[config.mk]
export PLATFORM = sky130hd
export DESIGN_NAME = stopwatch_timer
export DESIGN_NICKNAME = d
export VERILOG_FILES = /design/src/rtl/stopwatch_timer.sv
export SDC_FILE = /design/constraint.sdc
export NUM_CORES = 1
export LEC_CHECK = 0
export ABC_CLOCK_PERIOD_IN_PS = 4300
export CORE_MARGIN = 2
export CORE_UTILIZATION = 51
export DETAILED_ROUTE_END_ITERATION = 7
export GPL_ROUTABILITY_DRIVEN = 0
export PLACE_DENSITY = 0.69
export SYNTH_ARGS = -nofsm -noshare
export SYNTH_HDL_FRONTEND = slang
export SYNTH_SLANG_ARGS = --single-unit
export TNS_END_PERCENT = 5
[constraint.sdc]
create_clock -name clk -period 4.3 [get_ports clk]
set_input_delay 0.645 -clock clk [delete_from_list [all_inputs] [get_ports clk]]
set_output_delay 0.645 -clock clk [all_outputs]
set_load 0.02 [all_outputs]
[src/rtl/stopwatch_timer.sv]
// stopwatch_timer: BCD mm:ss stopwatch / countdown timer.
// Single clock; a 1 ms prescaler feeds a millisecond counter, which feeds the
// BCD seconds/minutes counter. Time_out and s_point form a registered display
// stage that can be frozen for lap timing.
module stopwatch_timer #(
   parameter int CLK_FREQ = 100_000_000,
   parameter int MAX_MIN  = 59,
   parameter bit BLINK    = 1'b1
) (
   input  logic        clk,
   input  logic        reset,
   input  logic        run,
   input  logic        hold,
   input  logic        dir,
   input  logic        load,
   input  logic [15:0] preset,
   output logic [15:0] Time_out,
   output logic [3:0]  s_point,
   output logic        alarm,
   output logic        ovf,
   output logic        load_err
);

   localparam int TC = CLK_FREQ / 1000 - 1;
   localparam int PW = (TC < 1) ? 1 : $clog2(TC + 1);
   localparam logic [PW-1:0] TC_V      = PW'(TC);
   localparam logic [3:0]    MAX_T     = 4'(MAX_MIN / 10);
   localparam logic [3:0]    MAX_U     = 4'(MAX_MIN % 10);
   localparam logic [7:0]    MAX_MIN_V = 8'(MAX_MIN);

   logic [PW-1:0] presc_reg;
   logic [9:0]    ms_reg;
   logic [3:0]    sec_u_reg, sec_t_reg, min_u_reg, min_t_reg;
   logic          expired_reg;

   logic          presc_en, ms_tick, sec_tick;
   logic [3:0]    digit_ok;
   logic [7:0]    preset_min_bin;
   logic          load_ok;
   logic          at_max, is_zero, is_one;
   logic [3:0]    up_sec_u_next, up_sec_t_next, up_min_u_next, up_min_t_next;
   logic [3:0]    dn_sec_u_next, dn_sec_t_next, dn_min_u_next, dn_min_t_next;
   logic [1:0]    colon_next;

   // A countdown that has expired parks the prescaler so the phase stays put.
   assign presc_en = run && !(dir && expired_reg);
   assign ms_tick  = presc_en && (presc_reg == TC_V);
   assign sec_tick = ms_tick && (ms_reg == 10'd999);

   // Per-digit BCD legality of the preset.
   genvar gi;
   generate
      for (gi = 0; gi < 4; gi++) begin : g_digit
         assign digit_ok[gi] = (preset[4*gi +: 4] <= 4'd9);
      end
   endgenerate

   assign preset_min_bin = {4'd0, preset[15:12]} * 8'd10 + {4'd0, preset[11:8]};
   assign load_ok = (&digit_ok) && (preset[7:4] <= 4'd5) && (preset_min_bin <= MAX_MIN_V);

   assign at_max  = (min_t_reg == MAX_T) && (min_u_reg == MAX_U) &&
                    (sec_t_reg == 4'd5) && (sec_u_reg == 4'd9);
   assign is_zero = (min_t_reg == 4'd0) && (min_u_reg == 4'd0) &&
                    (sec_t_reg == 4'd0) && (sec_u_reg == 4'd0);
   assign is_one  = (min_t_reg == 4'd0) && (min_u_reg == 4'd0) &&
                    (sec_t_reg == 4'd0) && (sec_u_reg == 4'd1);

   // Next BCD value for one second up (with range wrap) and one second down.
   always_comb begin
      up_sec_u_next = sec_u_reg;
      up_sec_t_next = sec_t_reg;
      up_min_u_next = min_u_reg;
      up_min_t_next = min_t_reg;
      if (at_max) begin
         up_sec_u_next = 4'd0;
         up_sec_t_next = 4'd0;
         up_min_u_next = 4'd0;
         up_min_t_next = 4'd0;
      end else if (sec_u_reg != 4'd9) begin
         up_sec_u_next = sec_u_reg + 4'd1;
      end else begin
         up_sec_u_next = 4'd0;
         if (sec_t_reg != 4'd5) begin
            up_sec_t_next = sec_t_reg + 4'd1;
         end else begin
            up_sec_t_next = 4'd0;
            if (min_u_reg != 4'd9) begin
               up_min_u_next = min_u_reg + 4'd1;
            end else begin
               up_min_u_next = 4'd0;
               up_min_t_next = min_t_reg + 4'd1;
            end
         end
      end

      dn_sec_u_next = sec_u_reg;
      dn_sec_t_next = sec_t_reg;
      dn_min_u_next = min_u_reg;
      dn_min_t_next = min_t_reg;
      if (sec_u_reg != 4'd0) begin
         dn_sec_u_next = sec_u_reg - 4'd1;
      end else begin
         dn_sec_u_next = 4'd9;
         if (sec_t_reg != 4'd0) begin
            dn_sec_t_next = sec_t_reg - 4'd1;
         end else begin
            dn_sec_t_next = 4'd5;
            if (min_u_reg != 4'd0) begin
               dn_min_u_next = min_u_reg - 4'd1;
            end else begin
               dn_min_u_next = 4'd9;
               dn_min_t_next = min_t_reg - 4'd1;
            end
         end
      end
   end

   // Colon pattern: steady when blinking is off, paused or expired.
   always_comb begin
      colon_next = 2'b11;
      if (BLINK && run && !expired_reg && (ms_reg >= 10'd500))
         colon_next = 2'b00;
   end

   // Counter state: reset > load > tick. Status pulses last one cycle.
   always_ff @(posedge clk) begin
      if (reset) begin
         presc_reg   <= '0;
         ms_reg      <= 10'd0;
         sec_u_reg   <= 4'd0;
         sec_t_reg   <= 4'd0;
         min_u_reg   <= 4'd0;
         min_t_reg   <= 4'd0;
         expired_reg <= 1'b0;
         alarm       <= 1'b0;
         ovf         <= 1'b0;
         load_err    <= 1'b0;
      end else begin
         alarm    <= 1'b0;
         ovf      <= 1'b0;
         load_err <= 1'b0;
         if (load) begin
            // A rejected load freezes everything for this cycle.
            if (load_ok) begin
               min_t_reg   <= preset[15:12];
               min_u_reg   <= preset[11:8];
               sec_t_reg   <= preset[7:4];
               sec_u_reg   <= preset[3:0];
               ms_reg      <= 10'd0;
               presc_reg   <= '0;
               expired_reg <= dir && (preset == 16'h0000);
            end else begin
               load_err <= 1'b1;
            end
         end else begin
            if (!dir)
               expired_reg <= 1'b0;
            if (presc_en)
               presc_reg <= ms_tick ? '0 : presc_reg + 1'b1;
            if (ms_tick)
               ms_reg <= (ms_reg == 10'd999) ? 10'd0 : ms_reg + 10'd1;
            if (sec_tick) begin
               if (!dir) begin
                  sec_u_reg <= up_sec_u_next;
                  sec_t_reg <= up_sec_t_next;
                  min_u_reg <= up_min_u_next;
                  min_t_reg <= up_min_t_next;
                  ovf       <= at_max;
               end else if (is_zero || is_one) begin
                  // No underflow: land on 00:00 and latch expiry.
                  sec_u_reg   <= 4'd0;
                  sec_t_reg   <= 4'd0;
                  min_u_reg   <= 4'd0;
                  min_t_reg   <= 4'd0;
                  expired_reg <= 1'b1;
                  alarm       <= 1'b1;
               end else begin
                  sec_u_reg <= dn_sec_u_next;
                  sec_t_reg <= dn_sec_t_next;
                  min_u_reg <= dn_min_u_next;
                  min_t_reg <= dn_min_t_next;
               end
            end
         end
      end
   end

   // Display register: follows the counter one cycle late unless held.
   always_ff @(posedge clk) begin
      if (reset) begin
         Time_out <= 16'h0000;
         s_point  <= 4'b1100;
      end else if (!hold) begin
         Time_out <= {min_t_reg, min_u_reg, sec_t_reg, sec_u_reg};
         s_point  <= {colon_next, 2'b00};
      end
   end

endmodule

==> metrics.txt, run 1 <==
Filler cells=771; Cells after Synth=545; Avg Cell Area, Syn=7.62 um^2; number of synthesized flops with an enable pin=0; synthesis-to-layout area growth=16.1%; post-CTS sizing=0; GRT Overall Usage=26.7%; final worst-path cycle share=86.2%; most frequent cells in the layout=76 x nor2_1, 64 x dfxtp_1, 43 x a21oi_1, 41 x clkdlybuf4s50_1, 40 x o21ai_0; nets=608; Iter 0 DRT Violations=280; I/O pin cnt=45; CTS buffer count=9; LEAKAGE=1.70 nW; PortBufs=42; worst setup path start=preset[13]; ys async rst share=0%; gr ovfl total=0; Die Area=8880 um^2; final worst slack=594 ps; largest net degree at the start of global routing=41; Die Y=94.2 um; relative slew slack=31.4%; clock skew=10.2 ps; initial antenna violation count=0; Tightest Pin Transition=1030 ps; min-delay src=ms_reg[1]; Routed Antenna Nets=0; Finished Core Util=61.8%; max FFs per register=17; Max FO, Critical Path=14; Skew-Pair Late Insertion Delay=340 ps; HPWL Detailed=7860 um; Max H-tree Level=3; Synth cell types=66; Yosys warning total=0; RSZ-0062 raised after global routing=false; hold crit path type=register to register; dpl ws=267 ps; initial core utilization=53.2%; Fin. Hold Viols=0; status=finished clean; DRC viols=0; top_reg_cell synth=dfxtp_1; Final Instance Area=4820 um^2; Worst setup EP type=register; number of global-route vias before repair=3,858; max-capacitance violation count=0; multi-input logic area=2640 um^2; commonest non-fill, non-tap cell in the layout=nor2_1; Rows=32; clock sink count=64; DR pass1 iterations=5; placed cell area=4620 um^2; WP data arrival=3940 ps; clock-pin transition on the worst setup and hold timing paths=70 ps; CP required=4540 ps; register area share after synthesis=30.9%; minimum clock period=3710 ps; clk buf depth=2; fmax=270 MHz; final slew viol count=0; FF+latch area=1280 um^2; Setup CP Type=input port to register; core area=7810 um^2; Root Driver=clkbuf_8; first-pass GRT wire length=18,700 um; Pwr per Cell Area=279 nW/um^2; Vias/cell=6.26; TritonCTS clock tree=yes; Worst setup SP type=input port; Vias=4,239; cts hold-fix bufs=0; Fin Setup TNS=0 ps; setup repair bufs after CTS=0; Routed Wire Length=11,100 um; Post-Synthesis Cell Area=4150 um^2; drt wl/cell=16.5 um; worst r2r src=ms_reg[0]; VDD IR max=158 uV; ant diodes=0; layout cells sized above 1=6.96%; final setup fails=0; Die W=94.2 um; post-synthesis sequential element count=64
==> power breakdown <==
group,leakage [nW],internal (mW),switching [mW]
clock,0.108,0.311,0.240
combinational,1.08,0.0781,0.110
sequential,0.516,0.597,0.00882
total,1.70,0.986,0.359
==> path summary, 6_finish.rpt <==
| kind | endpoint | cells past startpoint | slack, ps |
|---|---|---|---|
| hold / removal | ms_reg[1] | 2 | 490 |
| setup reg to reg | min_t_reg[1] | 8 | 1400 |
| setup / recovery | presc_reg[16] | 13 | 590 |
| hold reg to reg | ms_reg[1] | 2 | 490 |
==> through the flow <==
step / instances / power (mW) / hold WS [ps]
final: 677 / 1.35 / 488
after global routing: 677 / 1.40 / 514
after CTS: 677 / 1.35 / 491
after detailed placement: 662 / 0.805 / 481
after global placement: 662 / 0.801 / 470
after floorplan: 546 / 0.739 / 454
==> layer usage <==
| layer | vias up | track usage [%] | wire length, um |
|---|---|---|---|
| li1 | 2047 | - | - |
| met1 | 2018 | 37.8 | 5210 |
| met2 | 160 | 41.4 | 5020 |
| met3 | 14 | 5.62 | 773 |
| met4 | 0 | 6.88 | 146 |
| met5 | - | 0 | 0 |
==> area by class of cell <==
class	count	area share, %
Multi-Input combinational cell	424	54.6
Clock buffer	12	3.43
Tap cell	102	2.65
Sequential cell	64	26.6
Timing Repair Buffer	54	10.5
Inverter	18	1.40
Clock inverter	3	0.830
==> kinds of logic after synthesis <==
kind of cell,count (synthesis),share of synthesized area (%)
AND/OR/NAND/NOR,227,28.2
flip-flops,64,30.9
buffers and inverters,58,5.78
XOR/XNOR,8,1.69
adder cells (fa/ha/maj),16,5.12
AO/OA/AOI/OAI,147,22.4
multiplexers,24,5.81
other,1,0.0903
==> Yosys cell counts (2+ instances only) <==
library cell | instances | area [um^2]
nor2_1 | 76 | 285
dfxtp_1 | 64 | 1280
a21oi_1 | 43 | 215
o21ai_0 | 40 | 200
nand2_1 | 33 | 124
clkbuf_1 | 32 | 120
mux2i_1 | 23 | 230
nand3_1 | 21 | 105
inv_1 | 18 | 67.6
nor3_1 | 17 | 85.1
a311oi_1 | 15 | 131
ha_1 | 13 | 163
or4_1 | 12 | 90.1
and3_1 | 9 | 56.3
nand2b_1 | 9 | 56.3
nor4_1 | 9 | 56.3
a211oi_1 | 8 | 60.1
nand4_1 | 8 | 50.1
nand4b_1 | 5 | 43.8
or3_1 | 5 | 31.3
nor2b_1 | 4 | 25.0
o31ai_1 | 4 | 30.0
or2_2 | 4 | 25.0
xnor2_1 | 4 | 35.0
xor2_1 | 4 | 35.0
a21boi_0 | 3 | 22.5
a21o_1 | 3 | 22.5
a31oi_1 | 3 | 18.8
a32oi_1 | 3 | 26.3
buf_2 | 3 | 15.0
buf_4 | 3 | 22.5
nand3b_1 | 3 | 22.5
o21a_1 | 3 | 22.5
o21ai_1 | 3 | 15.0
a221oi_1 | 2 | 17.5
a22oi_1 | 2 | 15.0
a41oi_1 | 2 | 17.5
and2_1 | 2 | 12.5
fa_1 | 2 | 40.0
o22ai_1 | 2 | 12.5
==> worst max-delay path, cell delays in order <==
cell,delay (ps)
clkdlybuf4s50_1,430
ha_1,310
ha_1,210
inv_1,70
fa_1,470
and3_1,220
o211a_1,210
maj3_1,370
o21a_1,230
o21ai_0,190
buf_4,250
a21boi_0,120
o21ba_2,210
Note: power is estimated with default switching activity, not from simulation.
==> run 2, diff against run 1 <==
--- a/config.mk
+++ b/config.mk
@@ -10,6 +10,7 @@
 export CORE_UTILIZATION = 51
 export DETAILED_ROUTE_END_ITERATION = 7
 export GPL_ROUTABILITY_DRIVEN = 0
+export HOLD_SLACK_MARGIN = 0.08
 export PLACE_DENSITY = 0.69
 export SYNTH_ARGS = -nofsm -noshare
 export SYNTH_HDL_FRONTEND = slang
==> results of run 2 <==
No change in the layout: final DEF, timing and power equal those of run 1.
